==> src/rtl/cpu_pkg.sv <==
// Shared definitions for the multicycle CPU control path: opcodes, ALU
// operation codes, datapath mux encodings and the controller state type.
package cpu_pkg;

    localparam logic [4:0] OP_RTYPE = 5'h00;
    localparam logic [4:0] OP_ADDI  = 5'h08;
    localparam logic [4:0] OP_LW    = 5'h10;
    localparam logic [4:0] OP_SW    = 5'h11;
    localparam logic [4:0] OP_BEQ   = 5'h12;
    localparam logic [4:0] OP_J     = 5'h13;

    localparam logic [3:0] ALU_ADD  = 4'b0010;
    localparam logic [3:0] ALU_SUB  = 4'b0110;

    // ALU B operand select
    localparam logic [1:0] SRCB_REGB  = 2'b00;
    localparam logic [1:0] SRCB_FOUR  = 2'b01;
    localparam logic [1:0] SRCB_IMM   = 2'b10;
    localparam logic [1:0] SRCB_IMMSH = 2'b11;

    // PC source select
    localparam logic [1:0] PCSRC_ALU    = 2'b00;
    localparam logic [1:0] PCSRC_ALUOUT = 2'b01;
    localparam logic [1:0] PCSRC_JUMP   = 2'b10;

    typedef enum logic [3:0] {
        S_FETCH, S_DECODE, S_MEMADR, S_MEMRD, S_MEMWB, S_MEMWR, S_RTEXE,
        S_RTWB, S_ADDIEXE, S_ADDIWB, S_BRANCH, S_JUMP, S_ILLEGAL, S_FAULT
    } state_e;

    // States that issue a memory request and wait on memReady.
    function automatic logic is_mem_state(state_e s);
        return (s == S_FETCH) || (s == S_MEMRD) || (s == S_MEMWR);
    endfunction

endpackage

==> src/rtl/mem_wait_timer.sv <==
// Wait-cycle counter for memory handshakes.
//   clk_i, rstN_i : clock, async active-low reset
//   clr_i         : return count to zero (takes priority)
//   en_i          : count one waiting cycle
//   timeout_o     : this waiting cycle is the WAIT_LIMIT-th one
module mem_wait_timer #(
    parameter int WAIT_LIMIT = 15,
    parameter int CNT_W      = 4
) (
    input  logic clk_i,
    input  logic rstN_i,
    input  logic clr_i,
    input  logic en_i,
    output logic timeout_o
);

    logic [CNT_W-1:0] cnt_q, cnt_d;

    always_comb begin
        cnt_d = cnt_q;
        if (clr_i)     cnt_d = '0;
        else if (en_i) cnt_d = cnt_q + 1'b1;
    end

    always_ff @(posedge clk_i or negedge rstN_i) begin
        if (!rstN_i) cnt_q <= '0;
        else         cnt_q <= cnt_d;
    end

    // Fires while the last permitted waiting cycle is in progress, so the
    // controller leaves for FAULT on the edge that completes it.
    assign timeout_o = en_i && (cnt_q == CNT_W'(WAIT_LIMIT - 1));

endmodule

==> src/rtl/multicycle_controller.sv <==
// Multicycle CPU controller: sequences fetch/decode/execute/memory/writeback
// one state per cycle, with ready-handshaked memory states and a timeout.
//   clk, rstN           : clock, async active-low reset
//   opCode, funct, zero : instruction fields and ALU zero flag
//   memReady            : memory completes the current access this cycle
//   pcEn .. aluControl  : datapath enables, mux selects and ALU operation
//   illegalOp, memFault : sticky error flags, cleared only by reset
module multicycle_controller
    import cpu_pkg::*;
#(
    parameter int WAIT_LIMIT = 15,
    parameter int CNT_W      = 4
) (
    input  logic       clk,
    input  logic       rstN,
    input  logic [4:0] opCode,
    input  logic [3:0] funct,
    input  logic       zero,
    input  logic       memReady,
    output logic       pcEn,
    output logic       irWrite,
    output logic       iOrD,
    output logic       memRead,
    output logic       memWrite,
    output logic       regWrite,
    output logic       regDst,
    output logic       memToReg,
    output logic       aluSrcA,
    output logic [1:0] aluSrcB,
    output logic [1:0] pcSrc,
    output logic [3:0] aluControl,
    output logic       illegalOp,
    output logic       memFault
);

    state_e state_q, state_d;
    logic   illegal_q, fault_q;
    logic   wait_en, timeout;

    // Count only cycles spent stalled in a memory state; any advance or
    // non-memory state clears the count.
    assign wait_en = is_mem_state(state_q) && !memReady;

    mem_wait_timer #(.WAIT_LIMIT(WAIT_LIMIT), .CNT_W(CNT_W)) u_wait (
        .clk_i    (clk),
        .rstN_i   (rstN),
        .clr_i    (!wait_en),
        .en_i     (wait_en),
        .timeout_o(timeout)
    );

    always_comb begin
        state_d    = state_q;
        pcEn       = 1'b0;
        irWrite    = 1'b0;
        iOrD       = 1'b0;
        memRead    = 1'b0;
        memWrite   = 1'b0;
        regWrite   = 1'b0;
        regDst     = 1'b0;
        memToReg   = 1'b0;
        aluSrcA    = 1'b0;
        aluSrcB    = SRCB_REGB;
        pcSrc      = PCSRC_ALU;
        aluControl = ALU_ADD;
        case (state_q)
            S_FETCH: begin
                memRead = 1'b1;
                aluSrcB = SRCB_FOUR;
                irWrite = memReady;
                pcEn    = memReady;
                if (memReady)     state_d = S_DECODE;
                else if (timeout) state_d = S_FAULT;
            end
            S_DECODE: begin
                aluSrcB = SRCB_IMMSH;
                case (opCode)
                    OP_RTYPE:     state_d = S_RTEXE;
                    OP_ADDI:      state_d = S_ADDIEXE;
                    OP_LW, OP_SW: state_d = S_MEMADR;
                    OP_BEQ:       state_d = S_BRANCH;
                    OP_J:         state_d = S_JUMP;
                    default:      state_d = S_ILLEGAL;
                endcase
            end
            S_MEMADR: begin
                aluSrcA = 1'b1;
                aluSrcB = SRCB_IMM;
                state_d = (opCode == OP_SW) ? S_MEMWR : S_MEMRD;
            end
            S_MEMRD: begin
                memRead = 1'b1;
                iOrD    = 1'b1;
                if (memReady)     state_d = S_MEMWB;
                else if (timeout) state_d = S_FAULT;
            end
            S_MEMWB: begin
                regWrite = 1'b1;
                memToReg = 1'b1;
                state_d  = S_FETCH;
            end
            S_MEMWR: begin
                memWrite = 1'b1;
                iOrD     = 1'b1;
                if (memReady)     state_d = S_FETCH;
                else if (timeout) state_d = S_FAULT;
            end
            S_RTEXE: begin
                aluSrcA    = 1'b1;
                aluControl = funct;
                state_d    = S_RTWB;
            end
            S_RTWB: begin
                regWrite = 1'b1;
                regDst   = 1'b1;
                state_d  = S_FETCH;
            end
            S_ADDIEXE: begin
                aluSrcA = 1'b1;
                aluSrcB = SRCB_IMM;
                state_d = S_ADDIWB;
            end
            S_ADDIWB: begin
                regWrite = 1'b1;
                state_d  = S_FETCH;
            end
            S_BRANCH: begin
                aluSrcA    = 1'b1;
                aluControl = ALU_SUB;
                pcSrc      = PCSRC_ALUOUT;
                pcEn       = zero;
                state_d    = S_FETCH;
            end
            S_JUMP: begin
                pcSrc   = PCSRC_JUMP;
                pcEn    = 1'b1;
                state_d = S_FETCH;
            end
            default: state_d = state_q;  // ILLEGAL, FAULT: park until reset
        endcase
        // The state register already sits in FETCH during reset; mask FETCH's
        // request and Mealy enables so nothing fires in the reset cycle.
        if (!rstN) begin
            pcEn     = 1'b0;
            irWrite  = 1'b0;
            memRead  = 1'b0;
            memWrite = 1'b0;
            regWrite = 1'b0;
        end
    end

    always_ff @(posedge clk or negedge rstN) begin
        if (!rstN) begin
            state_q   <= S_FETCH;
            illegal_q <= 1'b0;
            fault_q   <= 1'b0;
        end else begin
            state_q   <= state_d;
            illegal_q <= illegal_q | (state_d == S_ILLEGAL);
            fault_q   <= fault_q | (state_d == S_FAULT);
        end
    end

    assign illegalOp = illegal_q;
    assign memFault  = fault_q;

endmodule

==> config.mk <==
export PLATFORM = sky130hd
export DESIGN_NAME = multicycle_controller
export DESIGN_NICKNAME = d
export VERILOG_FILES = /design/src/rtl/cpu_pkg.sv /design/src/rtl/mem_wait_timer.sv /design/src/rtl/multicycle_controller.sv
export SDC_FILE = /design/constraint.sdc
export NUM_CORES = 1
export LEC_CHECK = 0
export CORE_MARGIN = 2
export CORE_UTILIZATION = 49
export CTS_CLUSTER_SIZE = 16
export DETAILED_ROUTE_END_ITERATION = 6
export GPL_ROUTABILITY_DRIVEN = 0
export PLACE_DENSITY = 0.83
export SLEW_MARGIN = 0
export SYNTH_ARGS = -nofsm -noshare
export SYNTH_HDL_FRONTEND = slang
export SYNTH_HIERARCHICAL = 1
export SYNTH_SLANG_ARGS = --single-unit
==> constraint.sdc <==
create_clock -name clk -period 6.33 [get_ports clk]
set_clock_uncertainty 0.1 [all_clocks]
set_input_delay 0.9495 -clock clk [delete_from_list [all_inputs] [get_ports clk]]
set_output_delay 0.9495 -clock clk [all_outputs]
set_load 0.02 [all_outputs]
# Yosys cells after proc, flatten, opt, wreduce, memory -nomap -nowiden
# Index checks and enable logic that the tools add are counted.
[word_totals]
reg_bits = 10
output_inout_bits = 19
wordCells = 65
[classes]
add_sub_neg = 1
eq_ne = 19
mux = 25
n_bitwise = 2
n_reduce_logical = 14
[ops]
columns = ["op", "count"]
rows = [
  ["$pmux 4 s8", 1],
  ["$eq 4x4->1 const B", 7],
  ["$eq 5x5->1 const B", 4],
  ["$mux 4", 5],
  ["$pmux 4 s5", 1],
  ["$eq 4x3->1 const B", 4],
  ["$mux 1", 13],
  ["$eq 4x2->1 const B", 2],
  ["$pmux 4 s2", 1],
  ["$reduce_or 2->1", 4],
  ["$pmux 2 s3", 1],
  ["$eq 5x4->1 const B", 1],
  ["$logic_not 5->1", 1],
  ["$reduce_or 5->1", 1],
  ["$add 4x1->4 const B", 1],
  ["$eq 4x1->1 const B", 1],
  ["$logic_not 4->1", 1],
  ["$pmux 2 s2", 1],
  ["$reduce_or 4->1", 1],
  ["$mux 3", 1],
  ["$pmux 1 s3", 1],
  ["$reduce_or 3->1", 1],
  ["$logic_and 1x1->1", 2],
  ["$logic_or 1x1->1", 2],
  ["2 further kinds", 3],
]

# Depth between registers and ports, before layout
# Gate-level depths: netlist of run 1.
[depth]
word_depth = 10
ltp_mapped = 13

# Cells and area by module
# The synthesis of run 1 kept the hierarchy.
[by_module_without_submodules]
columns = ["mod", "instances", "cells_per_inst", "area_each_um2", "seq_area_each_um2"]
rows = [
  ["multicycle_controller", 1, 101, 739.5, 150.1],
  ["mem_wait_timer", 1, 20, 222.7, 100.1],
]

# Worst setup path after synthesis of run 1
# No wires, ideal clock.
[synth_path]
path_kind = "register to register"
from = "register state_q[1]"
to = "register illegal_q, in the netlist illegalOp"
t_arrival_ps = 2587
t_required_ps = 6126
slack_ps = 3540
path_stages_with_launch = 12
synth_period_minus_slack_ps = 2790
path_cell_list = "dfrtp_1 buf_4 nand2b_1 nand2_1 nor2_1 a21oi_1 nor3_1 and4_1 nand2b_1 a221o_1 o211a_1 o41ai_2"
[synth_between]
elab_chain_len = 10
elab_cells_between_ends = 24
cone_classes = "eq/ne: 12; mux: 5; bitwise: 1; reduce/logical: 6"
[synth_rtl]
columns = ["element", "line_no", "source"]
rows = [
  ["start, declared", "multicycle_controller.sv:36", "state_e state_q, state_d;"],
  ["start signal, assigned", "multicycle_controller.sv:158", "state_q <= state_d;"],
  ["$eq 4x2->1 or $logic_not 4->1 (tied branches)", "cpu_pkg.sv:33", "return (s == S_FETCH) || (s == S_MEMRD) || (s == S_MEMWR);"],
  ["$logic_or 1x1->1", "cpu_pkg.sv:33", ""],
  ["$logic_or 1x1->1 (*)", "cpu_pkg.sv:33", ""],
  ["$logic_and 1x1->1 (*)", "multicycle_controller.sv:42", "assign wait_en = is_mem_state(state_q) && !memReady;"],
  ["named net wait_en", "multicycle_controller.sv:38", "logic wait_en, timeout;"],
  ["$logic_and 1x1->1 (*)", "mem_wait_timer.sv:32", "assign timeout_o = en_i && (cnt_q == CNT_W'(WAIT_LIMIT - 1));"],
  ["named net timeout", "multicycle_controller.sv:38", ""],
  ["$mux 4 (*)", "multicycle_controller.sv:73, multicycle_controller.sv:95, multicycle_controller.sv:106", ""],
  ["$mux 4, on equally long branches", "multicycle_controller.sv:105, multicycle_controller.sv:72, multicycle_controller.sv:94", ""],
  ["$pmux 4 s8 (*)", "multicycle_controller.sv:66", "case (state_q)"],
  ["$eq 4x4->1 (*)", "multicycle_controller.sv:159", "illegal_q <= illegal_q | (state_d == S_ILLEGAL);"],
  ["$or 1x1->1 (*)", "multicycle_controller.sv:159", ""],
  ["end signal, assigned", "multicycle_controller.sv:159", ""],
  ["end, declared", "multicycle_controller.sv:37", "logic illegal_q, fault_q;"],
]
# Mark *: on every way through the listed nets, which the timed path passes. The rest lies on a longest branch.

# Worst setup path in the final report of run 1
[layout_path]
from = "input port rstN"
to = "output port memRead"
[layout_between]
elab_chain_len = 1
[layout_rtl]
columns = ["element", "line_no", "source"]
rows = [
  ["start, declared", "multicycle_controller.sv:15", "input logic rstN,"],
  ["$mux 1", "multicycle_controller.sv:143", "if (!rstN) begin"],
  ["end, declared", "multicycle_controller.sv:23", "output logic memRead,"],
]
# No other way between the ends.

==> results of run 1 <==
==> area by class of cell <==
| cell class | instances | share of cell area (%) |
|---|---|---|
| Multi-Input combinational cell | 96 | 49.0 |
| Timing Repair Buffer | 31 | 23.6 |
| Sequential cell | 10 | 19.0 |
| Inverter | 10 | 3.04 |
| Clock buffer | 4 | 2.76 |
| Tap cell | 27 | 2.57 |
==> cell families after synthesis <==
kind of cell | after synthesis | synth area share (%)
and+or+nand+nor | 60 | 36.1
AOI/OAI and AO/OA | 30 | 24.1
buffers and inverters | 15 | 6.89
DFF | 10 | 26.0
xor gates and xnor gates | 3 | 2.73
adders and majority gates | 2 | 2.60
muxes | 1 | 1.56
==> routing by layer <==
layer  routed length [um]  vias up  track usage, %
li1                     -      490               -
met1                 1030      457            25.7
met2                 1050       37            35.6
met3                  138        2            4.32
met4                   19        0            7.14
met5                    0        -               0
==> cell usage in the layout (no fill, tap or decap), drive strengths merged, types with 2 or more instances in the layout <==
cell,n
nand3,3
ha,2
nand4,2
nor3,6
and2,2
a21oi,10
nor4,3
dfrtp,10
or3,3
or2b,2
inv,10
o211a,2
xnor2,2
clkbuf,4
nor2,19
o21ai,5
nand2b,8
clkdlybuf4s50,31
nor2b,3
and4,2
o41ai,2
nand2,4
a21o,2
==> state kept, by name, summed over array words and instances (netlist names) <==
register and flops:
illegalOp 1, memFault 1, u_wait/cnt_q 4, state_q 4
==> through the flow <==
step	worst slack, ps	utilization (%)
floorplan	3540	-
global placement	2490	67.3
detailed placement	2430	67.3
CTS	2420	69.2
global route	2280	69.2
finish	2450	69.2
==> worst paths after layout <==
check / from / endpoint / slack [ps] / depth (start not counted)
min in group asynchronous: rstN / memFault / 920 / 1
hold reg to reg: illegalOp / illegalOp / 370 / 2
hold / removal: illegalOp / illegalOp / 370 / 2
setup / recovery: rstN / memRead / 2450 / 4
setup reg to reg: state_q[1] / illegalOp / 3030 / 10
max in group asynchronous: rstN / u_wait/cnt_q[2] / 4870 / 1
==> power breakdown <==
group,internal [mW],switching [mW]
clock network,0.0350,0.0230
logic,0.148,0.170
registers,0.0764,0.0543
total,0.259,0.247
==> critical path, cell delays in order <==
cell	delay, ps
clkdlybuf4s50_1	790
inv_1	170
nor4_1	260
clkdlybuf4s50_1	660
==> flow_summary.toml, run 1 <==
[placement]
portBuffers = 31
place_area_mm2 = 0.00128
place_hpwl_mm = 1.76
dpl.cell_count = 174

[timing]
hold_violations = 0
rsz0062_at_grt = "no"
drv_slew = 0
slew_headroom_pct = 55.0
fin_setup_tns_ps = 0
whs_ps = 366
clock.fmax_ghz = 0.258
worst_pin_slew_ps = 669
timing.final.crit_period_ps = 3880
fin_crit_sh_pct = 61.2
final-setup-viol-count = 0

[yosys]
ys_ff_latch = 10
synth_commonest_cells = "nor2_1 (18), a21oi_1 (10), dfrtp_1 (10), inv_1 (9), nand2b_1 (7)"
syn_inst = 121
yosysTopAreaCell = "dfrtp_1"
postSynthNetCount = 136
yosysSeqAreaShare_pct = 26.0
async_reset_ff_share_pct = 100
synth_ff_type = "dfrtp_1"
synthTopCellsByArea = "dfrtp_1 (26%), nor2_1 (7.0%), a21oi_1 (5.2%)"
synthesis.area_um2 = 962
yosysMostFrequentCell = "nor2_1"
synth_edf_count = 0
ys_types = 46
yosysWarningCount = 6
synth_top_area_share_pct = 26.0
postSynthAreaPerCell_um2 = 7.95

[worst_setup_path]
endpoint_kind = "output pin"
path_max_fanout = 12
crit_required_ps = 5280
worstPathArrival_ps = 2830
cp-start-kind = "input port"
path_class = "input port to output pin"

[clock_tree]
cts.repair.resized = 0
postCtsSetupBuffers = 0
cts_hold_buf = 0
cts.sinks = 10
cts_tree = "done"
cts_made_buffers = 3
htreeDepth = 1
root_buffer = "clkbuf_4"
clk-insertion-delay-late_ps = 270
clk_pin_slew_worst_paths_ps = 70
cts_buffer_depth = 2

[cells_and_area]
n_antenna_cell = 0
seq_area_um2 = 250
fill_cells = 164
final_cells = 178
synthToLayoutAreaGrowth_pct = 36.8
fin_area_mm2 = 0.00132
nNetsFinal = 167
layout-drive-gt1-share_pct = 11.3
multi_input_area_um2 = 646

[pwr]
power_leakage_nw = 0.534
powerDensity_mw_per_mm2 = 384
ir_drop_mv = 0.253
power_mw = 0.506

[route]
vias = 986
drc = 0
drtIter0Drc = 20
antenna_left = 0
totalWireLength_mm = 2.23
dr.pass1.iters = 4
wl_per_cell_um = 12.5
viasPerCell = 5.54

[floorplanning]
design.core.area_mm2 = 0.00190
io_pins = 32
die-area_mm2 = 0.00233
die_w_um = 48.3
row_count = 16
floorplan.initialDensity_pct = 50.6
fp.dieH_um = 48.3

[grt]
grt.total_usage_pct = 20.7
antenna_found_initial = 0
grt_pass1_wl_mm = 3.90
grt_overflow = 0
grt_pass1_vias = 905
grt_max_degree = 22

[min_path]
hold_class = "register to register"

[flow_run]
cap_violations = 0

[run_status]
run_status = "complete, no violations"
No activity file was read; power rests on OpenSTA's default activity.
==> inputs of run 2 (changes only) <==
--- a/config.mk
+++ b/config.mk
@@ -6,11 +6,11 @@
 export NUM_CORES = 1
 export LEC_CHECK = 0
 export CORE_MARGIN = 2
-export CORE_UTILIZATION = 49
+export CORE_UTILIZATION = 41
 export CTS_CLUSTER_SIZE = 16
 export DETAILED_ROUTE_END_ITERATION = 6
 export GPL_ROUTABILITY_DRIVEN = 0
-export PLACE_DENSITY = 0.83
+export PLACE_DENSITY = 0.74
 export SLEW_MARGIN = 0
 export SYNTH_ARGS = -nofsm -noshare
 export SYNTH_HDL_FRONTEND = slang
==> constraint.sdc (replaced) <==
create_clock -name clk -period 3.36 [get_ports clk]
set_clock_uncertainty 0.1 [all_clocks]
set_input_delay 0.504 -clock clk [delete_from_list [all_inputs] [get_ports clk]]
set_output_delay 0.504 -clock clk [all_outputs]
set_load 0.02 [all_outputs]
==> run 2 against run 1 <==
Net effect:
- via count shrank 1.1%
- register-to-register slack worse by 2500 ps
- worst setup slack lost 2000 ps
- sequential cell count did not move
- power is 85% higher
- cell area up 0.76%
- global-route usage shrank 2.1 points
- count of clock-buffer cells in the layout decreased by 1
- combinational power rose by 96%
- sequential share of layout area decreased by 0.14 points
- clock power rose by 33%
- utilization is 9.3 points lower
==> flow_summary.toml, run 2 (synthesis gave the netlist of run 1 again) <==
[run_status]
run_status = "complete, no violations"

[pwr]
power_mw = 0.936
ir_drop_mv = 0.396
power_leakage_nw = 0.543
powerDensity_mw_per_mm2 = 706

[timing]
rsz0062_at_grt = "no"
final-setup-viol-count = 0
fin_setup_tns_ps = 0
whs_ps = 367
timing.final.crit_period_ps = 2870
clock.fmax_ghz = 0.348
fin_crit_sh_pct = 85.5
hold_violations = 0
drv_slew = 0
worst_pin_slew_ps = 659
slew_headroom_pct = 56.0

[min_path]
hold_class = "register to register"

[clock_tree]
root_buffer = "clkbuf_4"
cts_buffer_depth = 2
htreeDepth = 1
postCtsSetupBuffers = 0
clk_pin_slew_worst_paths_ps = 60
clk-insertion-delay-late_ps = 250
cts.repair.resized = 0
cts_hold_buf = 0
cts.sinks = 10
cts_made_buffers = 3
cts_tree = "done"

[grt]
grt_overflow = 0
grt_pass1_wl_mm = 4.02
grt.total_usage_pct = 18.6
grt_max_degree = 22
antenna_found_initial = 0
grt_pass1_vias = 940

[cells_and_area]
synthToLayoutAreaGrowth_pct = 37.8
n_antenna_cell = 0
largest_registers = "state_q: 4 flops, u_wait/cnt_q: 4 flops"
most-common-layout-cells = "clkdlybuf4s50_1 (31), nor2_1 (18), a21oi_1 (10), dfrtp_1 (10), inv_1 (9)"
layout-drive-gt1-share_pct = 12.4
final_common_cell = "clkdlybuf4s50_1"
nNetsFinal = 170

[route]
drc = 0
viasPerCell = 5.39
wl_per_cell_um = 12.7
antenna_left = 0
vias = 975
dr.pass1.iters = 4
totalWireLength_mm = 2.30
drtIter0Drc = 12

[placement]
place_hpwl_mm = 1.87
portBuffers = 31

[worst_setup_path]
path_max_fanout = 21
crit_required_ps = 2760
path_class = "register to output pin"
cp_cell_sequence = "nand2b_1 -> nor2_1 -> a21oi_1 -> o21bai_1 -> clkdlybuf4s50_1"
slowest_delay_ps = 630
worstPathArrival_ps = 2270
cp-start-kind = "register"
crit_path_top_delay_cell = "clkdlybuf4s50_1"
endpoint_kind = "output pin"

[floorplanning]
design.core.area_mm2 = 0.00221
row_count = 17
die-area_mm2 = 0.00275
io_pins = 32
die_w_um = 52.4
floorplan.initialDensity_pct = 43.5
fp.dieH_um = 52.4

[flow_run]
cap_violations = 0
run 2: final timing paths:
path	from	depth (start not counted)	end	slack [ps]
min in group asynchronous	rstN	2	state_q[2]	540
max in group asynchronous	rstN	2	state_q[1]	2480
min reg2reg	illegalOp	2	illegalOp	370
max reg2reg	state_q[0]	10	memFault	540
max	state_q[2]	5	pcEn	490
min	illegalOp	2	illegalOp	370
run 2: layout make-up:
cell class	instances	area, um2
fillers	211	886
multi-input cells	96	646
repair buffers	34	333
flip-flops and latches	10	250
inverters	10	40.0
well taps	28	35.0
clock buffers	3	22.5
run 2: power breakdown:
part           internal (mW)  total, mW  switching, mW
clock                 0.0411     0.0769         0.0358
combinational          0.291      0.621          0.330
sequential             0.144      0.238         0.0943
total                  0.476      0.936          0.460
run 2: per-layer routing:
layer / global-route usage, % / vias up / routed length [um]
li1: - / 494 / -
met1: 23.9 / 457 / 1010
met2: 33.8 / 24 / 1130
met3: 2.29 / 0 / 151
met4: 2.56 / 0 / 0
met5: 0 / - / 0
run 2: per-stage QoR:
stage / worst slack [ps] / std cells / utilization [%] / area, um2
5_1_grt: 334 / 181 / 60.0 / 1330
3_5_place_dp: 592 / 178 / 58.9 / 1300
4_1_cts: 473 / 181 / 60.0 / 1330
3_3_place_gp: 609 / 178 / 58.9 / 1300
6_report: 489 / 181 / 60.0 / 1330
2_1_floorplan: 570 / 121 / - / 962
run 2: worst max-delay path: cells and delay by family, from the launching register on:
kind	cells	cell delay [ps]
AND/OR/NAND/NOR	2	540
flip-flops	1	620
AO/OA/AOI/OAI	2	230
buffers and inverters	1	630
==> inputs of run 3 (changes only) <==
--- a/config.mk
+++ b/config.mk
@@ -5,8 +5,9 @@
 export SDC_FILE = /design/constraint.sdc
 export NUM_CORES = 1
 export LEC_CHECK = 0
-export CORE_MARGIN = 2
-export CORE_UTILIZATION = 41
+export ABC_AREA = 1
+export CORE_MARGIN = 8
+export CORE_UTILIZATION = 40
 export CTS_CLUSTER_SIZE = 16
 export DETAILED_ROUTE_END_ITERATION = 6
 export GPL_ROUTABILITY_DRIVEN = 0
==> run 3 against run 2 <==
Net effect:
- non-clock buffer count down 2
- combinational power fell by 5.0%
- cell area fell by 3.6%
- register-to-register slack improved by 450 ps
- area after synthesis down 7.5%
- sequential power shrank 17%
- count of clock-buffer cells in the layout grew 1
- power fell by 4.6%
- critical path depth up 1
- via count increased by 6.9%
- utilization down 0.43 points
- critical endpoint unchanged
- largest cell class unchanged
- highest routed layer is now met4
==> flow_summary.toml, run 3 <==
[clock_tree]
clk_pin_slew_worst_paths_ps = 60
postCtsSetupBuffers = 0
root_buffer = "clkbuf_4"
clk-insertion-delay-late_ps = 260
cts.sinks = 10
cts_tree = "done"
cts_made_buffers = 3
cts_buffer_depth = 2
cts.repair.resized = 0
cts_hold_buf = 0
htreeDepth = 1

[worst_setup_path]
cp-start-kind = "register"
cp.buffers_inverters = 2
rrSetupSlack_ps = 990
crit_path_top_delay_cell = "clkdlybuf4s50_1"
r2r_end = "memFault"
endpoint_kind = "output pin"
path_delay_family = "buffers and inverters"
reg2reg_depth = 17
r2r-start = "state_q[0]"
path_class = "register to output pin"
crit_path_frequent_cell = "nand2_1"
cp_cell_sequence = "nor2_1 -> nand2_1 -> inv_1 -> nand2_1 -> a21oi_1 -> clkdlybuf4s50_1"
crit_required_ps = 2760
slowest_delay_ps = 610
worstPathArrival_ps = 2080
path_max_fanout = 6
cp_num_cells = 6

[grt]
grt_max_degree = 13
antenna_found_initial = 0
grt.total_usage_pct = 12.5
grt_overflow = 0
grt_pass1_vias = 1007
grt_pass1_wl_mm = 4.28

[pwr]
power_leakage_nw = 0.668
ir_drop_mv = 0.489
powerDensity_mw_per_mm2 = 698

[placement]
portBuffers = 31
place_hpwl_mm = 2.17
dpl.cell_count = 217
place_area_mm2 = 0.00124

[yosys]
synth_ff_type = "dfrtp_1"
yosys.area_share.adder_pct = 2.81
synth_top_family_by_area = "simple AND/OR/NAND/NOR gates"
syn_inst = 157
ys_types = 18
synth_commonest_cells = "nand2_1 (48), nor2_1 (35), inv_1 (28), nand3_1 (12), dfrtp_1 (10)"
synth_top_area_share_pct = 28.1
synth_compound_area_share_pct = 8.16
yosys.area_share.simple_pct = 48.7
synthXorXnorAreaFrac_pct = 0
synthesis.area_um2 = 890
synthTopCellsByArea = "dfrtp_1 (28%), nand2_1 (20%), nor2_1 (15%)"
postSynthAreaPerCell_um2 = 5.67
muxShareOfSynthArea_pct = 0
yosysWarningCount = 6
yosysSeqAreaShare_pct = 28.1
postSynthNetCount = 172
ys_ff_latch = 10
yosysTopAreaCell = "dfrtp_1"
yosysMostFrequentCell = "nand2_1"
synth_edf_count = 0
async_reset_ff_share_pct = 100

[timing]
final-setup-viol-count = 0
rsz0062_at_grt = "no"
worst_pin_slew_ps = 303
slew_headroom_pct = 79.8
drv_slew = 0
hold_violations = 0
whs_ps = 372
fin_crit_sh_pct = 79.8
clock.fmax_ghz = 0.373
fin_setup_tns_ps = 0
timing.final.crit_period_ps = 2680

[run_status]
run_status = "complete, no violations"

[route]
wl_per_cell_um = 11.4
antenna_left = 0
drtIter0Drc = 33
vias = 1042
dr.pass1.iters = 4
drc = 0
viasPerCell = 4.71
totalWireLength_mm = 2.52

[min_path]
hold_class = "register to register"
min_path_cells = 2
min_to = "memFault"
hold_start = "memFault"

[cells_and_area]
layout-drive-gt1-share_pct = 5.70
synthToLayoutAreaGrowth_pct = 43.7
fin_area_mm2 = 0.00128
nNetsFinal = 209
most-common-layout-cells = "nand2_1 (48), nor2_1 (35), clkdlybuf4s50_1 (31)"
n_antenna_cell = 0
final_common_cell = "nand2_1"
largest_registers = "state_q: 4 flops, u_wait/cnt_q: 4 flops"
final_cells = 221
fill_cells = 214

[floorplanning]
die_w_um = 63.2
io_pins = 32
fp.dieH_um = 63.2
design.core.area_mm2 = 0.00215
floorplan.initialDensity_pct = 41.4
row_count = 17
die-area_mm2 = 0.00399

[flow_run]
cap_violations = 0
## run 3: cell types whose count changed in the layout (fill, tap and decap cells not counted), sizes merged, moves of 3 or more
cell | previous run | this run
nor2 | 19 | 38
nor3 | 6 | 0
nand2 | 4 | 48
nor2b | 3 | 0
or3 | 3 | 0
inv | 10 | 29
a21oi | 10 | 7
nand3 | 3 | 12
nand2b | 8 | 0
nor4 | 3 | 0
## run 3: per-stage QoR
| stage | utilization, % | setup slack, ps | total power [mW] |
|---|---|---|---|
| floorplan | - | 1290 | 0.573 |
| global placement | 57.8 | 775 | 0.777 |
| detailed placement | 57.8 | 747 | 0.793 |
| CTS | 59.5 | 672 | 0.902 |
| global route | 59.5 | 547 | 0.976 |
| finish | 59.5 | 678 | 0.893 |
## run 3: layout make-up
cell class,count,area [um2],share of cell area (%)
sequential,10,250,19.6
multi-input combinational,118,531,41.5
tap,28,35.0,2.74
timing repair buffer,32,318,24.9
inverter,29,109,8.51
clock buffer,4,36.3,2.84
## run 3: worst max path at each step
| stage | start | end | slack (ps) |
|---|---|---|---|
| after floorplan | state_q[3] | pcEn | 1290 |
| after global placement | rstN | pcEn | 770 |
| after detailed placement | rstN | memRead | 750 |
| after CTS | state_q[0] | pcEn | 670 |
| after global routing | state_q[2] | pcEn | 550 |
| final | state_q[0] | pcEn | 680 |
## run 3: power breakdown
| part | internal [mW] | switching, mW |
|---|---|---|
| registers | 0.153 | 0.0440 |
| logic | 0.228 | 0.362 |
| clock network | 0.0657 | 0.0402 |
| total | 0.447 | 0.446 |
## run 3: worst register-to-register path: stages (launching register included)
cell and delay (ps):
dfrtp_1 470, nor2_1 280, nand2_1 140, nand3_1 130, nand2_1 100, inv_1 170, nand2_1 70, nor2_1 160
inv_1 80, nand2_1 80, nand3_1 70, nand2_1 70, nor2_1 40, nand3_1 70, nand2_1 90, nor2_1 90
nand2_1 50, nand2_1 50
## run 3: kinds of logic (layout without fill, tap and decap cells)
kind of cell	after synthesis	in the layout
buffers and inverters	29	65
and+or+nand+nor	103	103
DFF	10	10
AOI/OAI and AO/OA	13	13
adders and majority gates	2	2
## run 3: metal layers
layer / track usage (%) / vias up / share of wire, %
li1: - / 557 / -
met2: 22.3 / 23 / 52
met4: 4.27 / 0 / 0.36
met5: 0 / - / 0
met3: 2.65 / 2 / 4.6
met1: 14.3 / 460 / 43
